**src/rtl/colour_conversion_controller.sv**
```systemverilog
// colour_conversion_controller
//   Sequencer for the YUV->RGB conversion datapath. For each word index it reads
//   one word from each of the Y, U and V planes. It then loads the matching
//   datapath registers. Next it steps the coefficient row (Smux2) through R, G
//   and B, and the pixel select (Smux1) through even then odd. Finally it writes
//   one packed pixel-pair word per output channel.
//   Every output is a decode of the registered state and index (Moore), so
//   start has no combinational path to any output.
// Ports
//   clk        rising-edge clock
//   rst        asynchronous active-low reset
//   start      frame request, sampled only while idle
//   busy       high in every state except idle
//   done       one-cycle pulse after the last B write
//   mem_rd     read strobe; read data arrives one cycle later
//   mem_wr     write strobe; datapath drives the write data this cycle
//   mem_addr   address, zero when neither strobe is active
//   Yen_*/Uen_*/Ven_*  datapath register load enables
//   Smux1      1 = even pixel (low byte), 0 = odd pixel (high byte)
//   Smux2      coefficient row: 0 = R, 1 = G, 2 = B
//   Temp_en    capture the even-pixel result into the datapath Temp register
//   Cen        advance the datapath pixel counter, once per word
module colour_conversion_controller #(
  parameter int NUM_WORDS = 38400,
  parameter int ADDR_W    = 18,
  parameter int Y_BASE    = 0,
  parameter int U_BASE    = 38400,
  parameter int V_BASE    = 76800,
  parameter int OUT_BASE  = 115200
) (
  input  logic              clk,
  input  logic              rst,
  input  logic              start,
  output logic              busy,
  output logic              done,
  output logic              mem_rd,
  output logic              mem_wr,
  output logic [ADDR_W-1:0] mem_addr,
  output logic              Yen_even,
  output logic              Yen_odd,
  output logic              Uen_even,
  output logic              Uen_odd,
  output logic              Ven_even,
  output logic              Ven_odd,
  output logic              Smux1,
  output logic [1:0]        Smux2,
  output logic              Temp_en,
  output logic              Cen
);

  localparam logic [3:0] S_IDLE = 4'd0;
  localparam logic [3:0] S_RD_Y = 4'd1;
  localparam logic [3:0] S_RD_U = 4'd2;
  localparam logic [3:0] S_RD_V = 4'd3;
  localparam logic [3:0] S_LD_V = 4'd4;
  localparam logic [3:0] S_CE_R = 4'd5;
  localparam logic [3:0] S_CO_R = 4'd6;
  localparam logic [3:0] S_CE_G = 4'd7;
  localparam logic [3:0] S_CO_G = 4'd8;
  localparam logic [3:0] S_CE_B = 4'd9;
  localparam logic [3:0] S_CO_B = 4'd10;
  localparam logic [3:0] S_NEXT = 4'd11;
  localparam logic [3:0] S_DONE = 4'd12;

  // Plane base addresses reduced to ADDR_W bits so every address sum wraps
  // consistently in the memory address width.
  localparam logic [ADDR_W-1:0] Y_A      = ADDR_W'(Y_BASE);
  localparam logic [ADDR_W-1:0] U_A      = ADDR_W'(U_BASE);
  localparam logic [ADDR_W-1:0] V_A      = ADDR_W'(V_BASE);
  localparam logic [ADDR_W-1:0] R_A      = ADDR_W'(OUT_BASE);
  localparam logic [ADDR_W-1:0] G_A      = ADDR_W'(OUT_BASE + NUM_WORDS);
  localparam logic [ADDR_W-1:0] B_A      = ADDR_W'(OUT_BASE + 2 * NUM_WORDS);
  localparam logic [ADDR_W-1:0] LAST_IDX = ADDR_W'(NUM_WORDS - 1);

  logic [3:0]        state;
  logic [3:0]        state_nxt;
  logic [ADDR_W-1:0] idx;

  always_ff @(posedge clk or negedge rst) begin
    if (!rst) begin
      state <= S_IDLE;
      idx   <= '0;
    end else begin
      state <= state_nxt;
      if (state == S_IDLE && start) begin
        idx <= '0;
      end else if (state == S_NEXT && idx != LAST_IDX) begin
        idx <= idx + ADDR_W'(1);
      end
    end
  end

  always_comb begin
    state_nxt = state;
    case (state)
      S_IDLE:  if (start) state_nxt = S_RD_Y;
      S_RD_Y:  state_nxt = S_RD_U;
      S_RD_U:  state_nxt = S_RD_V;
      S_RD_V:  state_nxt = S_LD_V;
      S_LD_V:  state_nxt = S_CE_R;
      S_CE_R:  state_nxt = S_CO_R;
      S_CO_R:  state_nxt = S_CE_G;
      S_CE_G:  state_nxt = S_CO_G;
      S_CO_G:  state_nxt = S_CE_B;
      S_CE_B:  state_nxt = S_CO_B;
      S_CO_B:  state_nxt = S_NEXT;
      S_NEXT:  state_nxt = (idx == LAST_IDX) ? S_DONE : S_RD_Y;
      S_DONE:  state_nxt = S_IDLE;
      default: state_nxt = S_IDLE;
    endcase
  end

  // Each read's data lands one cycle later, so a plane's load enable is
  // asserted in the state after the one that issued its read.
  always_comb begin
    busy     = (state != S_IDLE);
    done     = 1'b0;
    mem_rd   = 1'b0;
    mem_wr   = 1'b0;
    mem_addr = '0;
    Yen_even = 1'b0;
    Yen_odd  = 1'b0;
    Uen_even = 1'b0;
    Uen_odd  = 1'b0;
    Ven_even = 1'b0;
    Ven_odd  = 1'b0;
    Smux1    = 1'b0;
    Smux2    = 2'd0;
    Temp_en  = 1'b0;
    Cen      = 1'b0;
    case (state)
      S_RD_Y: begin
        mem_rd   = 1'b1;
        mem_addr = Y_A + idx;
      end
      S_RD_U: begin
        mem_rd   = 1'b1;
        mem_addr = U_A + idx;
        Yen_even = 1'b1;
        Yen_odd  = 1'b1;
      end
      S_RD_V: begin
        mem_rd   = 1'b1;
        mem_addr = V_A + idx;
        Uen_even = 1'b1;
        Uen_odd  = 1'b1;
      end
      S_LD_V: begin
        Ven_even = 1'b1;
        Ven_odd  = 1'b1;
      end
      S_CE_R, S_CE_G, S_CE_B: begin
        Smux1   = 1'b1;
        Temp_en = 1'b1;
        Smux2   = (state == S_CE_R) ? 2'd0 : (state == S_CE_G) ? 2'd1 : 2'd2;
      end
      S_CO_R: begin
        mem_wr   = 1'b1;
        mem_addr = R_A + idx;
        Smux2    = 2'd0;
      end
      S_CO_G: begin
        mem_wr   = 1'b1;
        mem_addr = G_A + idx;
        Smux2    = 2'd1;
      end
      S_CO_B: begin
        mem_wr   = 1'b1;
        mem_addr = B_A + idx;
        Smux2    = 2'd2;
        Cen      = 1'b1;
      end
      S_DONE:  done = 1'b1;
      default: ;
    endcase
  end

endmodule
```
**config.mk**
```make
export PLATFORM = sky130hd
export DESIGN_NAME = colour_conversion_controller
export DESIGN_NICKNAME = d
export VERILOG_FILES = /design/src/rtl/colour_conversion_controller.sv
export SDC_FILE = /design/constraint.sdc
export NUM_CORES = 1
export LEC_CHECK = 0
export BUFFER_PORTS_ARGS = -buffer_cell sky130_fd_sc_hd__buf_2
export CORE_UTILIZATION = 40
export DETAILED_ROUTE_END_ITERATION = 6
export PLACE_DENSITY = 0.71
export SYNTH_ARGS = -nofsm -noshare
export SYNTH_HDL_FRONTEND = slang
export SYNTH_SLANG_ARGS = --single-unit
export TNS_END_PERCENT = 1
```
**constraint.sdc**
```tcl
create_clock -name clk -period 3.2 [get_ports clk]
set_clock_uncertainty 0.05 [all_clocks]
set_input_delay 0.64 -clock clk [delete_from_list [all_inputs] [get_ports clk]]
set_output_delay 0.64 -clock clk [all_outputs]
set_load 0.005 [all_outputs]
```
==> flow_metrics.py, run 1 <==
metrics = {
    "outcome": {
        "outcome": "finished, final reports clean",
    },
    "timing": {
        "grt_setup_unrepaired": "true",
        "fin_crit_sh_pct": 97.5,
        "whs_ns": 0.279,
        "setup_ws_ns": 0.0801,
        "tightest_slew_ns": 0.612,
        "min_period_ns": 3.12,
        "hold_viol_final": 0,
        "setup_viol": 0,
        "setup_tns_ns": 0,
        "slew_headroom_pct": 59.2,
        "final-max-slew-violation-count": 0,
        "max_freq_mhz": 321,
    },
    "worst_setup_path": {
        "crit_fanout": 4,
        "crit_path_start_kind": "flop",
        "slowest_stage": "dfrtp_1",
        "crit_type": "reg2out",
        "crit_arrival_ns": 2.43,
        "end_kind": "primary output",
        "cpPeakStageDelay_ns": 0.40,
        "required_ns": 2.51,
        "critPathBufInv": 3,
        "cpLargestDelayFamily": "buffers and inverters",
        "crit_chain": "buf_4 > nand2b_4 > buf_6 > nor2_4 > ha_4 > and2_4 > o311ai_4 > o211ai_1 > mux2_2 > nand4_1 > buf_2",
    },
    "clock_tree": {
        "cts_buffers": 3,
        "cts_tree": "yes",
        "path_clk_slew_ns": 0.09,
        "clk_latency_ns": 0.27,
        "cts_buffer_depth": 2,
        "cts_sinks": 22,
        "cts_root_buf": "clkbuf_8",
        "htreeDepth": 1,
    },
    "detailed_routing": {
        "first_pass_iters": 5,
        "drt_first_iter_violations": 192,
        "finalWirelength_microns": 6500,
        "drc": 0,
        "viasPerCell": 6.01,
        "avgRoutedWirePerCell_microns": 16.3,
        "vias": 2402,
        "detail-route-antenna-nets": 0,
    },
    "synthesis": {
        "synth_edf_count": 0,
        "synthesis.nets": 306,
        "synthesis.area_sq_um": 2350,
        "synth_top_flop_cell": "dfrtp_1",
        "yosysWarnings": 0,
        "synth_cell_types": 58,
        "synth_top_area_cell": "dfrtp_1",
        "netlist.area_leader.share_pct": 23.4,
        "synth-seq-cells": 22,
        "seq_area_frac_synth_pct": 23.4,
        "syn-instance-count": 290,
        "synth-async-reset-ratio_pct": 100,
        "synth.area.top_cells": "dfrtp_1 (23%), xnor2_1 (6.7%), ha_1 (6.4%), nand2_1 (4.6%), nor2_1 (4.0%)",
        "syn_avg_cell_area_sq_um": 8.11,
    },
    "power_and_ir_drop": {
        "pwr-share-clk_pct": 11.9,
        "p_sw_share_pct": 47.0,
        "pwr-share-seq_pct": 22.3,
        "internal_power_mw": 1.17,
        "p_switching_mw": 1.04,
        "pwr-share-comb_pct": 65.7,
        "p_leak_nw": 1.27,
        "powerDensity_nw_per_um2": 781,
        "peakVddDrop_uv": 429,
    },
    "grt": {
        "grt_usage_pct": 21.1,
        "grt_pass1_wl_microns": 10300,
        "grt_max_degree": 23,
        "antenna_found_initial": 0,
        "grt_pass1_vias": 2105,
        "overflow": 0,
    },
    "die": {
        "ios": 36,
        "dieHeight_microns": 78.7,
        "start_util_pct": 42.2,
        "dieArea_sq_um": 6190,
        "dieWidth_microns": 78.7,
        "rows": 27,
        "coreArea_sq_um": 5570,
    },
    "final_layout": {
        "drive_above_1_share_pct": 28.0,
        "finish.net_count": 345,
        "final_cells": 400,
        "num_antenna_cells": 0,
        "synthToLayoutAreaGrowth_pct": 19.9,
        "nFillCells": 531,
    },
    "place": {
        "gp_congestion": 0.938,
        "place_hpwl_microns": 4600,
        "numPortBuffers": 35,
        "dp_slack_ns": 0.139,
        "dpl.cell_count": 391,
    },
    "flow_run": {
        "max_cap_violations": 0,
    },
    "min_path": {
        "hp-class": "in2async",
    },
}
-- sequential cells by signal, indices dropped and copies added (netlist names) --
signal,cells
state,4
idx,18
-- synthesized netlist by cell type, types with 2 or more instances --
cell	instances
clkbuf_1	9
nor2_1	25
mux2_2	2
mux2i_1	6
or2_2	2
a21oi_1	12
and3_1	2
nand2b_1	2
buf_6	5
ha_1	12
nand3_1	11
or3_1	4
o21a_1	3
o221ai_1	2
xor2_1	4
a211oi_1	3
o32ai_1	3
clkbuf_8	4
o21ai_0	16
buf_4	4
a31oi_1	5
nand2_1	29
o211ai_1	3
a311oi_1	2
o31a_1	2
nand4_1	5
a211o_1	4
xnor2_1	18
o21bai_1	3
o22a_1	2
and2_1	11
nor4b_1	2
nor2b_1	2
o22ai_1	3
a21o_1	4
nor3_1	10
inv_1	12
dfrtp_1	22
-- worst paths after layout --
kind,slack [ns],cells past startpoint,from,to
setup / recovery,0.08,11,state[1]$_DFFE_PN0P_,mem_addr[17]
hold / removal,0.28,1,rst,idx[17]$_DFFE_PN0P_
setup reg to reg,0.77,7,idx[11]$_DFFE_PN0P_,state[2]$_DFFE_PN0P_
hold reg to reg,0.49,1,idx[0]$_DFFE_PN0P_,idx[0]$_DFFE_PN0P_
max in group asynchronous,2.45,1,rst,state[2]$_DFFE_PN0P_
min in group clk,0.49,1,idx[0]$_DFFE_PN0P_,idx[0]$_DFFE_PN0P_
-- power by group through the flow --
stage / Sequential (mW) / Clock [mW] / Combinational (mW)
after global placement: 0.467 / 0 / 1.26
after global routing: 0.502 / 0.282 / 1.58
after floorplan: 0.428 / 0 / 0.946
after CTS: 0.475 / 0.266 / 1.32
after detailed placement: 0.472 / 0 / 1.28
final: 0.491 / 0.263 / 1.45
-- cells in the final DEF, fill, tap and decap left out, types with 3 or more instances in the layout --
cell type	instances
a211o_1	4
a21o_1	4
a21oi_1	12
a31oi_1	5
and2_1	10
buf_2	35
buf_4	19
clkbuf_8	3
dfrtp_1	20
ha_1	9
ha_4	3
inv_1	9
inv_2	3
mux2i_1	6
nand2_1	29
nand3_1	10
nand4_1	5
nor2_1	21
nor2_4	3
nor3_1	9
o211ai_1	3
o21a_1	3
o21ai_0	15
o21bai_1	3
o22ai_1	3
o32ai_1	3
or3_1	4
xnor2_1	17
xor2_1	4
-- area by class of cell --
type	count	area, sq um	area share (%)
clock buffer	3	41.3	1.46
clock inverter	1	30.0	1.06
inverter	12	45.0	1.60
multi-input combinational	234	1720	61.0
sequential	22	553	19.6
tap	72	90.1	3.19
timing repair buffer	56	340	12.1
-- metrics by stage --
stage | area [sq um] | power, mW | utilization, %
2_1_floorplan | 2350 | 1.37 | -
6_report | 2820 | 2.20 | 50.6
3_3_place_gp | 2560 | 1.73 | 46.0
5_1_grt | 2820 | 2.37 | 50.6
3_5_place_dp | 2560 | 1.75 | 46.0
4_1_cts | 2680 | 2.06 | 48.1
-- logic make-up (layout without fill, tap and decap cells) --
group / count (synthesis) / count (layout) / share of synthesized area, %
xor+xnor: 22 / 22 / 8.19
buf+inv: 34 / 72 / 9.36
simple gates: 116 / 116 / 26.4
mux: 8 / 8 / 3.51
fa+ha+maj: 13 / 13 / 7.23
flops: 22 / 22 / 23.4
compound gates: 75 / 75 / 21.9
-- metal layers --
layer  up-vias  GRT usage [%]  part of all wire [%]  wire (microns)
li1       1122              -                     -               -
met1      1157           29.3                    44            2890
met2       113           34.7                    48            3100
met3        10           1.98                   6.7             434
met4         0           5.56                   1.2              79
met5         -              0                     0               0
-- worst reg2reg max path, delay by kind of cell (launching register included) --
| kind | cells | cell delay (ns) |
|---|---|---|
| AO/OA/AOI/OAI | 2 | 0.38 |
| adder cells (fa/ha/maj) | 1 | 0.16 |
| buffers and inverters | 1 | 0.21 |
| flip-flops | 1 | 0.52 |
| AND/OR/NAND/NOR | 3 | 1.04 |
-- timing repair --
item | CTS | global route
setup buffers | 1 | 4
resized for setup | 11 | 21
hold buffers | 0 | 0
setup endpoints to repair | 3 | 5
pin swaps | 3 | 10
(Power assumes the default switching activity.)
==> run 2, diff against run 1 <==
--- a/config.mk
+++ b/config.mk
@@ -8,7 +8,6 @@
 export BUFFER_PORTS_ARGS = -buffer_cell sky130_fd_sc_hd__buf_2
 export CORE_UTILIZATION = 40
 export DETAILED_ROUTE_END_ITERATION = 6
-export PLACE_DENSITY = 0.71
 export SYNTH_ARGS = -nofsm -noshare
 export SYNTH_HDL_FRONTEND = slang
 export SYNTH_SLANG_ARGS = --single-unit
==> run 2 against run 1 <==
Compared with the run above: power increased by 4.6%; via count decreased by 3.2%; combinational power increased by 7%; sequential power decreased by 2%; die area unchanged; largest cell class unchanged; highest routed layer unchanged.
==> flow_metrics.py, run 2 (same netlist as run 1, synthesis figures left out) <==
metrics = {
    "power_and_ir_drop": {
        "powerDensity_nw_per_um2": 795,
        "peakVddDrop_uv": 409,
        "total_power_mw": 2.30,
        "p_leak_nw": 1.35,
    },
    "worst_setup_path": {
        "crit_chain": "inv_2 > nor2_4 > buf_4 > buf_4 > buf_4 > buf_4 > buf_4 > buf_4 > buf_4 > buf_4 > buf_4 > buf_4 > nand2_4 > o31a_1 > o211ai_1 > buf_2",
        "end_kind": "primary output",
        "rr_worst_depth": 7,
        "r2r_start": "idx[11]$_DFFE_PN0P_",
        "crit_fanout": 6,
        "critical_path.startpoint": "state[1]$_DFFE_PN0P_",
        "critPathCapture": "mem_addr[16]",
        "critPathBufInv": 12,
        "crit_path_start_kind": "flop",
        "cpMostUsedCell": "buf_4",
        "reg2reg_to": "state[2]$_DFFE_PN0P_",
        "crit_arrival_ns": 2.50,
        "cpLargestDelayFamily": "buffers and inverters",
        "ff2ff_setup_slack_ns": 0.72,
        "crit_type": "reg2out",
        "path_depth": 16,
        "required_ns": 2.51,
        "slowest_stage": "dfrtp_1",
        "cpPeakStageDelay_ns": 0.41,
    },
    "clock_tree": {
        "htreeDepth": 1,
        "cts_tree": "yes",
        "cts_sinks": 22,
        "clk_latency_ns": 0.28,
        "cts_root_buf": "clkbuf_8",
        "cts_buffers": 3,
        "path_clk_slew_ns": 0.09,
        "cts_buffer_depth": 2,
    },
    "detailed_routing": {
        "finalWirelength_microns": 6860,
        "drc": 0,
        "detail-route-antenna-nets": 0,
        "viasPerCell": 5.59,
        "first_pass_iters": 5,
        "drt_first_iter_violations": 220,
        "avgRoutedWirePerCell_microns": 16.5,
        "vias": 2325,
    },
    "grt": {
        "antenna_found_initial": 0,
        "grt_usage_pct": 22.7,
        "overflow": 0,
        "grt_pass1_vias": 2215,
        "grt_pass1_wl_microns": 11000,
        "grt_max_degree": 23,
    },
    "die": {
        "dieWidth_microns": 78.7,
        "ios": 36,
        "rows": 27,
        "coreArea_sq_um": 5570,
        "dieArea_sq_um": 6190,
        "start_util_pct": 42.2,
        "dieHeight_microns": 78.7,
    },
    "timing": {
        "setup_tns_ns": 0,
        "grt_setup_unrepaired": "true",
        "setup_viol": 0,
        "fin_crit_sh_pct": 99.6,
        "whs_ns": 0.275,
        "min_period_ns": 3.19,
        "slew_headroom_pct": 64.4,
        "hold_viol_final": 0,
        "tightest_slew_ns": 0.534,
        "final-max-slew-violation-count": 0,
        "max_freq_mhz": 314,
    },
    "final_layout": {
        "largest_reg_flops": 18,
        "regMostFlops": "idx",
        "num_antenna_cells": 0,
        "final_cells": 416,
        "final_area_sq_um": 2900,
        "finish.net_count": 361,
        "synthToLayoutAreaGrowth_pct": 23.1,
        "drive_above_1_share_pct": 31.1,
        "mostFrequentLayoutCells": "buf_4 (36), buf_2 (35), nand2_1 (28)",
        "layout_commonest_cell": "buf_4",
        "top_regs": "idx (18), state (4)",
    },
    "place": {
        "dpl.cell_count": 393,
        "post_dp_cell_area_sq_um": 2580,
        "place_hpwl_microns": 4890,
        "numPortBuffers": 35,
        "gp_congestion": 0.910,
    },
    "flow_run": {
        "max_cap_violations": 0,
    },
    "min_path": {
        "hp-class": "in2async",
    },
    "outcome": {
        "outcome": "finished, final reports clean",
    },
}
[run 2: where the power goes]
| part | internal (mW) | switching (mW) | total [mW] |
|---|---|---|---|
| combinational | 0.728 | 0.822 | 1.55 |
| sequential | 0.360 | 0.122 | 0.481 |
| clock | 0.168 | 0.104 | 0.272 |
| total | 1.26 | 1.05 | 2.30 |
[run 2: worst min-delay path by stage]
stage                        from                 end  slack [ns]  cells after the start
3_3_place_gp   idx[0]$_DFFE_PN0P_  idx[0]$_DFFE_PN0P_        0.48                      1
5_1_grt                       rst  idx[5]$_DFFE_PN0P_        0.32                      1
4_1_cts                       rst  idx[4]$_DFFE_PN0P_        0.30                      1
3_5_place_dp   idx[3]$_DFFE_PN0P_  idx[3]$_DFFE_PN0P_        0.50                      1
2_1_floorplan                 rst  idx[0]$_DFFE_PN0P_        0.29                      0
6_report                      rst  idx[5]$_DFFE_PN0P_        0.27                      1
[run 2: repair_timing]
| item | 4_1_cts | 5_1_grt |
|---|---|---|
| endpoints found under the setup margin | 3 | 6 |
| resized for setup | 12 | 16 |
| hold buffers | 0 | 0 |
| hold endpoints to repair | 0 | 0 |
| setup buffers | 14 | 5 |
| pin swaps | 5 | 11 |
[run 2: layout make-up]
type	count	area, sq um
Fill cell	536	2680
Multi-Input combinational cell	234	1680
Sequential cell	22	554
Timing Repair Buffer	72	457
Tap cell	72	90.1
Inverter	12	45.0
Clock buffer	3	41.3
Clock inverter	1	30.0
[run 2: layer usage]
metal  GRT usage, %  wire length, microns  vias up
met5              0                     0        -
met4           6.48                   106        0
met3           2.33                   306       11
met2           38.8                  3290       62
met1           30.1                  3160     1097
li1               -                     -     1155
[run 2: worst register-to-register path: stages, from the launching register on]
cell and delay, ns:
dfrtp_1 0.54, inv_1 0.24, ha_1 0.17, or4b_4 0.47, nor4_4 0.40, nand3_4 0.17
a211o_1 0.33, o21ai_2 0.06
[run 2: metrics by stage]
stage          util, %  worst slack (ns)
2_1_floorplan        -             0.238
3_3_place_gp      46.2             0.168
3_5_place_dp      46.2             0.117
4_1_cts           50.2           0.00848
5_1_grt           52.0            -0.111
6_report          52.0            0.0128
